File: src/rtl/spi_xfer_sequencer.sv
// SPI transfer sequencer: runs one CS-framed burst through the SPI ctrl-bus peripheral.
// Optional ctrl-request watchdog is enabled by defining SPI_SEQ_TIMEOUT_EN.
module spi_xfer_sequencer #(
  parameter int CS_LENGTH      = 32,
  parameter int LEN_WIDTH      = 16,
  parameter int TIMEOUT_CYCLES = 4096
) (
  input  logic                 clk,
  input  logic                 resetn,
  input  logic                 cmd_valid,
  output logic                 cmd_ready,
  input  logic [CS_LENGTH-1:0] cmd_cs,
  input  logic [LEN_WIDTH-1:0] cmd_len,
  input  logic                 cmd_rx_en,
  input  logic                 tx_valid,
  output logic                 tx_ready,
  input  logic [7:0]           tx_data,
  output logic                 rx_valid,
  input  logic                 rx_ready,
  output logic [7:0]           rx_data,
  output logic                 busy,
  output logic                 done,
  output logic                 err,
  output logic                 ctrl_wr,
  output logic                 ctrl_rd,
  output logic [7:0]           ctrl_addr,
  output logic [31:0]          ctrl_wdat,
  input  logic [31:0]          ctrl_rdat,
  input  logic                 ctrl_done
);
  localparam logic [7:0] ADDR_CS   = 8'h04;
  localparam logic [7:0] ADDR_DATA = 8'h08;

  typedef enum logic [2:0] {IDLE, CS_ON, WAIT_TX, XFER, READ, PUSH, CS_OFF} state_t;

  state_t               state;
  logic [CS_LENGTH-1:0] cs_q;
  logic [LEN_WIDTH-1:0] cnt;
  logic [7:0]           byte_q;
  logic                 rx_en_q;
  logic                 req;
  logic                 last;

  assign req  = ctrl_wr | ctrl_rd;
  assign last = (cnt == LEN_WIDTH'(1));

`ifdef SPI_SEQ_TIMEOUT_EN
  localparam int TMO_W = $clog2(TIMEOUT_CYCLES + 1);
  logic [TMO_W-1:0] tmo;
  logic             err_q;
  logic             expired;
  assign expired = req && !ctrl_done && (tmo == TMO_W'(TIMEOUT_CYCLES - 1));
  assign err     = err_q;
`else
  localparam int unused_tmo = TIMEOUT_CYCLES;
  assign err = 1'b0;
`endif

  // Only the low byte of a data read carries the received SPI byte.
  logic unused_rdat;
  assign unused_rdat = &{1'b0, ctrl_rdat[31:8]};

  // A request is raised only when no strobe is active, so every state entered
  // on ctrl_done spends its first cycle idle before issuing its own request.
  always_ff @(posedge clk) begin
    if (!resetn) begin
      state     <= IDLE;
      cmd_ready <= 1'b1;
      busy      <= 1'b0;
      done      <= 1'b0;
      tx_ready  <= 1'b0;
      rx_valid  <= 1'b0;
      rx_data   <= 8'h00;
      ctrl_wr   <= 1'b0;
      ctrl_rd   <= 1'b0;
      ctrl_addr <= 8'h00;
      ctrl_wdat <= 32'h0;
      cnt       <= '0;
`ifdef SPI_SEQ_TIMEOUT_EN
      err_q     <= 1'b0;
      tmo       <= '0;
`endif
    end else begin
      done <= 1'b0;
      unique case (state)
        IDLE: if (cmd_valid) begin
          cmd_ready <= 1'b0;
          busy      <= 1'b1;
          cs_q      <= cmd_cs;
          rx_en_q   <= cmd_rx_en;
          cnt       <= cmd_len;
`ifdef SPI_SEQ_TIMEOUT_EN
          err_q     <= 1'b0;
`endif
          state     <= CS_ON;
        end
        CS_ON: if (!req) begin
          ctrl_wr   <= 1'b1;
          ctrl_addr <= ADDR_CS;
          ctrl_wdat <= ~(32'(~cs_q));
        end else if (ctrl_done) begin
          ctrl_wr <= 1'b0;
          if (cnt == '0) state <= CS_OFF;
          else begin
            state    <= WAIT_TX;
            tx_ready <= 1'b1;
          end
        end
        WAIT_TX: if (tx_valid) begin
          tx_ready <= 1'b0;
          byte_q   <= tx_data;
          state    <= XFER;
        end
        XFER: if (!req) begin
          ctrl_wr   <= 1'b1;
          ctrl_addr <= ADDR_DATA;
          ctrl_wdat <= {24'h0, byte_q};
        end else if (ctrl_done) begin
          ctrl_wr <= 1'b0;
          if (rx_en_q) state <= READ;
          else begin
            cnt <= cnt - 1'b1;
            if (last) state <= CS_OFF;
            else begin
              state    <= WAIT_TX;
              tx_ready <= 1'b1;
            end
          end
        end
        READ: if (!req) begin
          ctrl_rd   <= 1'b1;
          ctrl_addr <= ADDR_DATA;
          ctrl_wdat <= 32'h0;
        end else if (ctrl_done) begin
          ctrl_rd  <= 1'b0;
          rx_data  <= ctrl_rdat[7:0];
          rx_valid <= 1'b1;
          state    <= PUSH;
        end
        PUSH: if (rx_ready) begin
          rx_valid <= 1'b0;
          cnt      <= cnt - 1'b1;
          if (last) state <= CS_OFF;
          else begin
            state    <= WAIT_TX;
            tx_ready <= 1'b1;
          end
        end
        CS_OFF: if (!req) begin
          ctrl_wr   <= 1'b1;
          ctrl_addr <= ADDR_CS;
          ctrl_wdat <= 32'hFFFF_FFFF;
        end else if (ctrl_done) begin
          ctrl_wr   <= 1'b0;
          done      <= 1'b1;
          busy      <= 1'b0;
          cmd_ready <= 1'b1;
          state     <= IDLE;
        end
        default: state <= IDLE;
      endcase
`ifdef SPI_SEQ_TIMEOUT_EN
      // Watchdog overrides the state action: drop the request, then try to release CS once.
      tmo <= (req && !ctrl_done) ? tmo + 1'b1 : '0;
      if (expired) begin
        ctrl_wr <= 1'b0;
        ctrl_rd <= 1'b0;
        err_q   <= 1'b1;
        if (state == CS_OFF) begin
          state     <= IDLE;
          busy      <= 1'b0;
          cmd_ready <= 1'b1;
          done      <= 1'b1;
        end else begin
          state <= CS_OFF;
        end
      end
`endif
    end
  end
endmodule
File: config.mk
export PLATFORM = sky130hd
export DESIGN_NAME = spi_xfer_sequencer
export DESIGN_NICKNAME = d
export VERILOG_FILES = /design/src/rtl/spi_xfer_sequencer.sv
export SDC_FILE = /design/constraint.sdc
export NUM_CORES = 1
export LEC_CHECK = 0
export ABC_AREA = 0
export CAP_MARGIN = 25
export CORE_ASPECT_RATIO = 0.9
export CORE_UTILIZATION = 40
export CTS_BUF_LIST = sky130_fd_sc_hd__clkbuf_16
export CTS_CLUSTER_DIAMETER = 200
export DETAILED_ROUTE_END_ITERATION = 16
export PLACE_DENSITY = 0.71
export SETUP_SLACK_MARGIN = 0.1
export SYNTH_ARGS = -nofsm -noshare
export SYNTH_HDL_FRONTEND = slang
export SYNTH_SLANG_ARGS = --single-unit
export TNS_END_PERCENT = 100
File: constraint.sdc
create_clock -name clk -period 4.1 [get_ports clk]
set_clock_uncertainty 0.1 [all_clocks]
set_input_delay 1.23 -clock clk [delete_from_list [all_inputs] [get_ports clk]]
set_output_delay 1.23 -clock clk [all_outputs]
set_load 0.01 [all_outputs]
==> impl_metrics.yaml <==
global_routing:
  grt_max_degree: 36
  antenna_found_initial: 0
  grt_pass1_wl_um: 19600
  gr-total-overflow: 0
  grt_pass1_vias: 3903
  grt.total_usage_pct: 20.7
floorplan:
  die_width_um: 116
  initial_core_util_pct: 41.2
  core.rowCount: 37
  io_pins: 151
  coreArea_um2: 11400
  die-area_um2: 12200
  dieHeight_um: 105
power:
  ir_worst_vdd_v: 0.000372
  p_per_area_nw_per_um2: 635
  p_leak_nw: 2.21
  power.net_switching_w: 0.00145
  clockPowerShare_pct: 22.5
  comb_power_share_pct: 37.0
  swShare_pct: 36.4
  seqPwrFrac_pct: 40.4
  p_int_w: 0.00253
worst_setup_path:
  crit_chain: "clkdlybuf4s50_1 -> o21ai_1 -> o31ai_2 -> o21a_1 -> nor2_1 -> a2111oi_2"
  cp_max_fo: 13
  max_stage_delay_ns: 0.56
  critical_path_arrival_ns: 3.26
  start_kind: "input pin"
  r2r_slack_ns: 1.38
  critPathTopFamily: "compound AO/OA/AOI/OAI gates"
  worst_ep_required_time_ns: 4.23
  r2r_cells: 4
  cp.depth: 6
  critical_path_class: "input pin to flop"
  slowest_stage: "clkdlybuf4s50_1"
  cp_num_buf_inv: 1
  crit_path_end_kind: "flop"
cts:
  path_clk_slew_ns: 0.06
  postCtsHoldBufs: 0
  cts_tree: "done"
  cts.sinks: 109
  cts_buffers: 9
  clock_latency_ns: 0.35
  clock_path_buffers: 2
  htree_levels: 3
  postCtsResizedCells: 0
  cts_root_buffer: "clkbuf_16"
  postCtsSetupBuffers: 0
timing:
  setup_tns_ns: 0
  finalCritPeriodShare_pct: 76.2
  fmax_mhz: 320
  relSlewSlack_pct: 30.5
  worstMarginPinSlew_ns: 1.04
  hold_violations: 0
  finalCriticalPeriod_ns: 3.13
  setup_violations: 0
  rsz0062_at_grt: "false"
  slew_violations: 0
logic_synthesis:
  yosysWarnings: 0
  synthMuxAreaShare_pct: 1.94
  synth_top_family_by_area: "compound AO/OA/AOI/OAI gates"
  synth_commonest_cells: "dfxtp_1, a21oi_1, nor2_1, edfxtp_1, nand2_1"
  synth-simple-area-share_pct: 14.5
  synth_top_area_cell: "dfxtp_1"
  synth_edf_count: 41
  synth_cell_types: 65
  synth_area_um2: 4710
  synth-xor-area-share_pct: 0.186
  synthCells: 480
  yosysSeqAreaShare_pct: 55.1
  synth_ff_type: "dfxtp_1"
  synth_area_leaders: "dfxtp_1, edfxtp_1, a21oi_1"
  synth_compound_area_share_pct: 22.8
  synth_top_area_share_pct: 28.9
  synth_seq_cells: 109
  synth.most_common_cell: "dfxtp_1"
  synthAdderAreaFrac_pct: 0.532
  synth-async-reset-ratio_pct: 0
  synth_area_per_cell_um2: 9.81
route:
  drt_iter0_drc: 254
  viasPerCell: 5.35
  ant_nets: 0
  avgRoutedWirePerCell_um: 16.1
  dr.pass1.iters: 4
  drc: 0
  drt-total-wl_um: 12000
  num_vias: 3988
layout:
  fillers: 1012
  fin_cells: 746
  num-nets-final: 682
  stdcell_area_um2: 6270
  drive_gt1_share_pct: 6.44
  seqCellArea_um2: 2590
  multi_input_area_um2: 1910
  diodes: 0
  area_growth_pct: 33.3
job:
  max_cap_violations: 0
run_status:
  outcome: "completed"
placed_design:
  port_buffers: 119
  gp_congestion: 0.805
  dp.cells: 730
  dp_hpwl_um: 8160
  placedInstanceArea_um2: 5970
hold_path:
  hold_class: "flop to flop"
  hold-path-cell-count: 2
## cell usage in the layout (no fill, tap or decap), types with 8 or more instances in the layout
cell and count:
nand2_1 35, clkbuf_16 9, mux2i_1 8, nor3_1 9
o21ai_1 28, dfxtp_1 68, o21ai_0 22, edfxtp_1 41
o22ai_1 11, a21oi_1 62, o211ai_1 19, nor2_1 57
clkdlybuf4s50_1 119
## cells by family after synthesis
logic type | count (synthesis)
compound gates | 175
xor+xnor | 1
fa+ha+maj | 2
buf+inv | 45
flops | 109
mux | 9
other cells | 1
simple gates | 138
## state kept, by name (all words and copies together), names as in the netlist
register / count
busy: 1
ctrl_wr: 1
cs_q: 32
tx_ready: 1
ctrl_addr: 2
cnt: 16
state: 3
cmd_ready: 1
rx_valid: 1
rx_data: 8
done: 1
byte_q: 8
ctrl_wdat: 32
rx_en_q: 1
ctrl_rd: 1
## power by group through the flow
stage	logic, W	registers [W]	clock network, W
5_1_grt	0.00162	0.00165	0.000959
4_1_cts	0.00148	0.00161	0.000911
3_3_place_gp	0.00144	0.00161	0
2_1_floorplan	0.000879	0.00163	0
3_5_place_dp	0.00148	0.00162	0
6_report	0.00147	0.00161	0.000897
## per-layer routing
metal / wire, um / vias up / part of all wire, % / track usage [%]
met4: 151 / 0 / 1.3 / 5.31
li1: - / 1946 / - / -
met1: 5270 / 1888 / 44 / 26.7
met5: 0 / - / 0 / 0
met2: 5760 / 141 / 48 / 33.5
met3: 810 / 13 / 6.8 / 6.09
## through the flow
stage / hold slack [ns] / total power (W) / worst slack (ns) / util (%)
final: 0.357 / 0.00398 / 0.975 / 54.9
after CTS: 0.360 / 0.00400 / 1.00 / 54.9
after detailed placement: 0.351 / 0.00310 / 0.653 / 52.2
after floorplan: 0.346 / 0.00251 / 0.380 / -
after global routing: 0.382 / 0.00423 / 0.860 / 54.9
after global placement: 0.349 / 0.00305 / 0.743 / 52.2
## area by class of cell
cell class	count	area share, %
clock buffer	9	3.59
sequential	109	41.3
tap	156	3.11
timing repair buffer	126	19.8
inverter	7	0.419
clock inverter	7	1.30
multi-input combinational	332	30.4
## worst register-to-register path, stage by stage, from the launching register on
cell and delay [ns]:
dfxtp_1 1.01, xor2_1 0.27, and2_1 0.65, o22ai_1 0.20, a2111oi_2 0.39
## worst paths after layout
path	from	to
worst max register to register	state[2]	cnt[11]
worst min register to register	ctrl_wdat[3]	ctrl_wdat[3]
worst min-delay path	ctrl_wdat[3]	ctrl_wdat[3]
worst max-delay path	ctrl_done	cnt[11]
(Power assumes the default switching activity.)
